$ cat config.mk
export PLATFORM = sky130hd
export DESIGN_NAME = imm_gen_stage
export DESIGN_NICKNAME = d
export VERILOG_FILES = /design/src/rtl/imm_pkg.sv /design/src/rtl/imm_decode.sv /design/src/rtl/imm_gen_stage.sv
export SDC_FILE = /design/constraint.sdc
export NUM_CORES = 1
export LEC_CHECK = 0
export CORE_ASPECT_RATIO = 1.1
export CORE_MARGIN = 4
export CORE_UTILIZATION = 48
export DETAILED_ROUTE_END_ITERATION = 10
export GPL_ROUTABILITY_DRIVEN = 1
export PLACE_DENSITY_LB_ADDON = 0.08
export SLEW_MARGIN = 10
export SYNTH_ARGS = -nofsm -noshare
export SYNTH_HDL_FRONTEND = slang
export SYNTH_SLANG_ARGS = --single-unit
$ cat constraint.sdc
create_clock -name clk -period 3.9 [get_ports clk]
set_input_delay 0.78 -clock clk [delete_from_list [all_inputs] [get_ports clk]]
set_output_delay 0.78 -clock clk [all_outputs]
set_load 0.005 [all_outputs]
$ cat src/rtl/imm_pkg.sv
// Shared types for the immediate-generation stage.
// XLEN here sets the datapath width of the whole stage (32 or 64).
package imm_pkg;

    localparam int unsigned XLEN      = 32;
    localparam int unsigned IMM_SRC_W = 3;

    typedef enum logic [IMM_SRC_W-1:0] {
        IMM_I = 3'b000,
        IMM_S = 3'b001,
        IMM_B = 3'b010,
        IMM_J = 3'b011,
        IMM_U = 3'b100,
        IMM_Z = 3'b101
    } imm_src_e;

    typedef struct packed {
        logic [XLEN-1:0] imm_ext;
        logic [XLEN-1:0] target_addr;
        logic            imm_illegal;
    } imm_payload_t;

    typedef enum logic [1:0] {
        EMPTY = 2'd0,
        ONE   = 2'd1,
        TWO   = 2'd2
    } state_e;

endpackage

$ cat src/rtl/imm_decode.sv
// Combinational immediate extraction, sign extension and PC-relative target.
// IMMGEN_ZICSR_EN enables the CSR zimm (Z) format; otherwise it decodes as reserved.
module imm_decode
    import imm_pkg::*;
(
    input  logic [31:7]     instr_i,
    input  logic [2:0]      imm_src_i,
    input  logic [XLEN-1:0] pc_i,
    output imm_payload_t    payload_o_c
);

    logic [XLEN-1:0] imm;
    logic            illegal;

    // Size casts of signed operands sign-extend from the format's top bit.
    always_comb begin
        imm     = '0;
        illegal = 1'b0;
        case (imm_src_i)
            IMM_I: imm = XLEN'($signed(instr_i[31:20]));
            IMM_S: imm = XLEN'($signed({instr_i[31:25], instr_i[11:7]}));
            IMM_B: imm = XLEN'($signed({instr_i[31], instr_i[7], instr_i[30:25],
                                        instr_i[11:8], 1'b0}));
            IMM_J: imm = XLEN'($signed({instr_i[31], instr_i[19:12], instr_i[20],
                                        instr_i[30:21], 1'b0}));
            IMM_U: imm = XLEN'($signed({instr_i[31:12], 12'b0}));
`ifdef IMMGEN_ZICSR_EN
            IMM_Z: imm = XLEN'(instr_i[19:15]);
`endif
            default: illegal = 1'b1;
        endcase
    end

    // Illegal formats leave imm at zero, so the target collapses to PC.
    assign payload_o_c = '{imm_ext:     imm,
                           target_addr: pc_i + imm,
                           imm_illegal: illegal};

endmodule

$ cat src/rtl/imm_gen_stage.sv
// Registered immediate/target stage: decode feeding a two-entry skid pipeline register.
// Build with IMMGEN_ZICSR_EN to accept the Z (CSR zimm) format.
module imm_gen_stage
    import imm_pkg::*;
(
    input  logic            clk,
    input  logic            reset,
    input  logic            flush,
    input  logic            in_valid,
    output logic            in_ready,
    input  logic [31:0]     Instr,
    input  logic [2:0]      ImmSrc,
    input  logic [XLEN-1:0] PC,
    output logic            out_valid,
    input  logic            out_ready,
    output logic [XLEN-1:0] ImmExt,
    output logic [XLEN-1:0] TargetAddr,
    output logic            ImmIllegal
);

    imm_payload_t dec_c;
    imm_payload_t or_q, or_d;
    imm_payload_t sk_q, sk_d;
    state_e       state_q, state_d;
    logic         out_valid_q, out_valid_d;
    logic         accept, pop;
    logic         unused_opcode;

    imm_decode u_decode (
        .instr_i     (Instr[31:7]),
        .imm_src_i   (ImmSrc),
        .pc_i        (PC),
        .payload_o_c (dec_c)
    );

    // The opcode field carries no immediate bits.
    assign unused_opcode = ^Instr[6:0];

    assign in_ready = (state_q != TWO) && !reset;
    assign accept   = in_valid && in_ready;
    assign pop      = out_valid_q && out_ready;

    // Next-state and storage updates; flush discards everything held.
    always_comb begin
        state_d     = state_q;
        or_d        = or_q;
        sk_d        = sk_q;
        out_valid_d = out_valid_q;
        if (flush) begin
            state_d     = EMPTY;
            out_valid_d = 1'b0;
        end else begin
            case (state_q)
                EMPTY: begin
                    if (accept) begin
                        or_d        = dec_c;
                        state_d     = ONE;
                        out_valid_d = 1'b1;
                    end
                end
                ONE: begin
                    if (accept && !pop) begin
                        sk_d    = dec_c;
                        state_d = TWO;
                    end else if (accept && pop) begin
                        or_d = dec_c;
                    end else if (pop) begin
                        state_d     = EMPTY;
                        out_valid_d = 1'b0;
                    end
                end
                TWO: begin
                    if (pop) begin
                        or_d    = sk_q;
                        state_d = ONE;
                    end
                end
                default: begin
                    state_d     = EMPTY;
                    out_valid_d = 1'b0;
                end
            endcase
        end
    end

    always_ff @(posedge clk) begin
        if (reset) begin
            state_q     <= EMPTY;
            or_q        <= '0;
            sk_q        <= '0;
            out_valid_q <= 1'b0;
        end else begin
            state_q     <= state_d;
            or_q        <= or_d;
            sk_q        <= sk_d;
            out_valid_q <= out_valid_d;
        end
    end

    assign out_valid  = out_valid_q;
    assign ImmExt     = or_q.imm_ext;
    assign TargetAddr = or_q.target_addr;
    assign ImmIllegal = or_q.imm_illegal;

endmodule

==> summary.md <==
| Metric | Value |
|---|---|
| DR WL met3 | 1.25 mm |
| Pwr/cell area | 382 nW/um^2 |
| Hold_sp | ImmExt[21]$_SDFFE_PP0P_ |
| Status | finished clean |
| Critical path required time | 4.22 ns |
| Worst rel slew slack | 0.208 |
| DR WL/cell | 16.3 microns |
| Synth top area share | 0.362 |
| Final worst-path cycle share | 0.970 |
| Final Skew | 0.00839 ns |
| Vias per Instance | 5.44 |
| Setup crit end kind | register |
| Syn Inst Count | 975 |
| Clk sink count | 133 |
| Die Ht | 138 microns |
| Remaining global-route overflow | 0 |
| N_diodes | 0 |
| Die Span X | 126 microns |
| Post-layout nets | 1313 |
| Clock power frac | 0.408 |
| Synthesis-stage register bit count | 133 |
| Setup CP Type | in -> reg |
| CP most frequent cell | buf_4 |
| Core footprint | 15100 sq um |
| NetSw | 1.17 mW |
| CTS Hold Buffers Added | 0 |
| Synthesized area per cell | 7.54 sq um |
| DRT iter0 DRCs | 574 |
| Drt pass-1 iters | 5 |
| Ys async rst share | 0 |
| Clk root buf | clkbuf_16 |
| Setup TNS | 0 ns |
| Layout cells sized above 1 | 0.180 |
| Crit-path max cell delay | 0.54 ns |
| # placed instances | 1385 |
| Largest family of logic cells by synthesized area | compound AO/OA/AOI/OAI gates |
| Clk buf depth | 2 |
| Leakage power | 4.29 nW |
| Switching Share | 0.290 |
| Remaining antenna violation count | 0 |
| XOR/XNOR Fraction of Synth Area | 0.0333 |
| Worst EP arrival | 4.11 ns |
| Net Count, Synth | 1079 |
| Worst IR Drop VDD | 0.000280 V |
| First-pass GRT wire length | 36.8 mm |
| Largest net degree at the start of global routing | 68 |
| DRC | 0 |
| Hpwl dp | 16.9 mm |
| Std cell rows | 47 |
| RSZ-0062 raised after global routing | yes |
| Synth Area in Simple Gates | 0.218 |
| Vias in the first global route | 7253 |
| Routed length on met2 | 11.2 mm |
| Crit path time final | 3.78 ns |
| Max Slew Vio Count | 0 |
| Yosys cell types | 59 |
| Post-Synth Adder-Cell Area | 0.0555 |
| Multiplexer share of the synthesized area | 0.0141 |
| Synth Area in Compound Gates | 0.267 |
| # H-tree levels | 4 |
| Combinational share of power | 0.239 |
| Worst path slowest cell | clkdlybuf4s50_1 |
| Sequential power share | 0.353 |
| Worst slew pin tran | 1.19 ns |
| Initial antenna violation count | 0 |
| Register area share after synthesis | 0.362 |
| Crit. Startpoint | ImmSrc[2] |
| Metal1 wirelength | 10.1 mm |
| Final-report hold violation count | 0 |
| Highest Signal Layer | met4 |
| CTS clock-pin slew for the worst setup and hold paths | 0.06 ns |
| Port bufs | 131 |
| Crit-path max FO | 12 |
| Post-Syn Area | 7360 sq um |
| Top post-synthesis cells by area | dfxtp_1, nand2_1, a21oi_1 |
| Ys Warns | 0 |
| Final setup viols | 0 |
| Cell-internal power | 2.86 mW |
| Reg2Reg Launch Point | state_q[0]$_SDFFE_PP0P_ |
| P&R area growth vs syn | 43.4% |
| Clk_lat worst skew | 0.43 ns |
| Routed wire length | 23.2 mm |
| Fillers | 1314 |
| Main synth FF type | dfxtp_1 |
| Final cell count without fillers | 1418 |
| Fmax | 0.264 GHz |
| Number of flops mapped to enable cells by yosys | 0 |
| Cts bufs inserted | 17 |
| Gpl congestion | 0.963 |
| Die ar. | 17400 sq um |
| # IOs | 139 |
| Starting density of the core | 0.489 |
| CTS tree | built |
| Routed vias | 7721 |
| HP Class | reg -> reg |
| Crit start category | primary input |
| GRT Overall Usage | 0.266 |
| Max_cap viols | 0 |
| Crit-path cells | clkdlybuf4s50_1 > buf_4 > nor2b_1 > buf_4 > ha_2 > nand3_2 > nor4_4 > o2111ai_4 > a2111oi_4 > nor3_4 > o21ai_2 > a31oi_1 > xor2_1 > a2111oi_2 |
| Flop2flop setup slack | 1.56 ns |
| Largest area contributor in the netlist | dfxtp_1 |
-- critical path: cells and delay by family --
family	cells	cell delay [ns]
AO/OA/AOI/OAI	5	1.27
AND/OR/NAND/NOR	4	0.59
XOR/XNOR	1	0.18
buffers and inverters	3	0.90
adder cells (fa/ha/maj)	1	0.37
-- flip-flops by register name (all words and copies together), names as in the netlist --
register and cells:
sk_q 65, state_q 2, TargetAddr 32, ImmIllegal 1, out_valid 1, ImmExt 32
-- kinds of logic after synthesis --
group / after synthesis
AO/OA/AOI/OAI: 301
XOR/XNOR: 28
adder cells (fa/ha/maj): 32
buffers and inverters: 96
flip-flops: 133
multiplexers: 10
AND/OR/NAND/NOR: 375
-- metrics by stage --
| stage | setup WS (ns) | cell area (sq um) | power [mW] | hold WS (ns) | utilization |
|---|---|---|---|---|---|
| 6_report | 0.117 | 10500 | 4.02 | 0.450 | 0.700 |
| 5_1_grt | -0.0486 | 10500 | 4.21 | 0.471 | 0.700 |
| 4_1_cts | 0.0307 | 10500 | 4.03 | 0.454 | 0.695 |
| 3_5_place_dp | -0.594 | 9820 | 2.38 | 0.445 | 0.652 |
| 3_3_place_gp | -0.557 | 9820 | 2.38 | 0.440 | 0.652 |
| 2_1_floorplan | 0.0152 | 7360 | 1.93 | 0.437 | - |
-- path summary, 6_finish.rpt --
path	to	depth (start not counted)
max	TargetAddr[29]$_SDFFE_PP0P_	14
min	ImmExt[21]$_SDFFE_PP0P_	2
max reg2reg	TargetAddr[6]$_SDFFE_PP0P_	4
min reg2reg	ImmExt[21]$_SDFFE_PP0P_	2
-- synth_stat cells, types with 4 or more instances --
master    instances
a211oi_1         35
a21o_1           19
a21oi_1         122
a311oi_1         26
a31oi_1           7
and2_1            6
clkbuf_1         63
dfxtp_1         133
ha_1             31
inv_1            27
mux2i_1           7
nand2_1         191
nand2b_1          4
nand3_1          16
nand3b_1          6
nand4_1           4
nor2_1          100
nor2b_1          17
nor3_1           17
o211ai_1         27
o21a_1            7
o21ai_0          25
o22a_1            8
xnor2_1          15
xor2_1           13
-- power by group through the flow --
stage                     combinational [mW]  clock [mW]  sequential, mW
after floorplan                        0.479           0            1.45
after global placement                 0.927           0            1.45
after detailed placement               0.931           0            1.45
after CTS                              0.946        1.66            1.42
after global routing                    1.05        1.73            1.43
final                                  0.962        1.64            1.42
-- layout by cell type, fill, tap and decap left out, types with 3 or more instances in the layout --
cell type          n
nand2_1          191
buf_4            152
dfxtp_1          133
clkdlybuf4s50_1  127
a21oi_1          118
nor2_1            97
a211oi_1          34
ha_1              28
o211ai_1          27
inv_1             27
a311oi_1          26
o21ai_0           23
a21o_1            19
clkbuf_16         17
nand3_1           15
xnor2_1           15
nor3_1            14
nor2b_1           14
xor2_1            13
o22a_1             8
a31oi_1            7
o21a_1             7
mux2i_1            7
and2_1             6
nand3b_1           6
inv_6              6
clkinvlp_4         5
nand4_1            4
mux2_2             3
a21oi_2            3
or3_1              3
o21bai_1           3
nand2b_1           3
-- timing repair --
item / 4_1_cts / 5_1_grt
endpoints found under the hold margin: 0 / 0
pin swaps: 2 / 7
setup endpoints to repair: 15 / 24
gates resized for setup: 8 / 25
setup buffers: 1 / 0
-- metal layers --
layer | vias up | GRT usage
met4 | 0 | 0.0971
met1 | 3561 | 0.338
li1 | 3910 | -
met2 | 213 | 0.443
met5 | - | 0
met3 | 37 | 0.0640
-- layout make-up --
type | instances | area (sq um) | area share
Tap cell | 196 | 245 | 0.0233
Clock buffer | 18 | 439 | 0.0416
Timing Repair Buffer | 283 | 2450 | 0.233
Clock inverter | 14 | 161 | 0.0153
Multi-Input combinational cell | 746 | 4480 | 0.425
Inverter | 28 | 105 | 0.00997
Sequential cell | 133 | 2660 | 0.252
No activity file was read; power rests on OpenSTA's default activity.
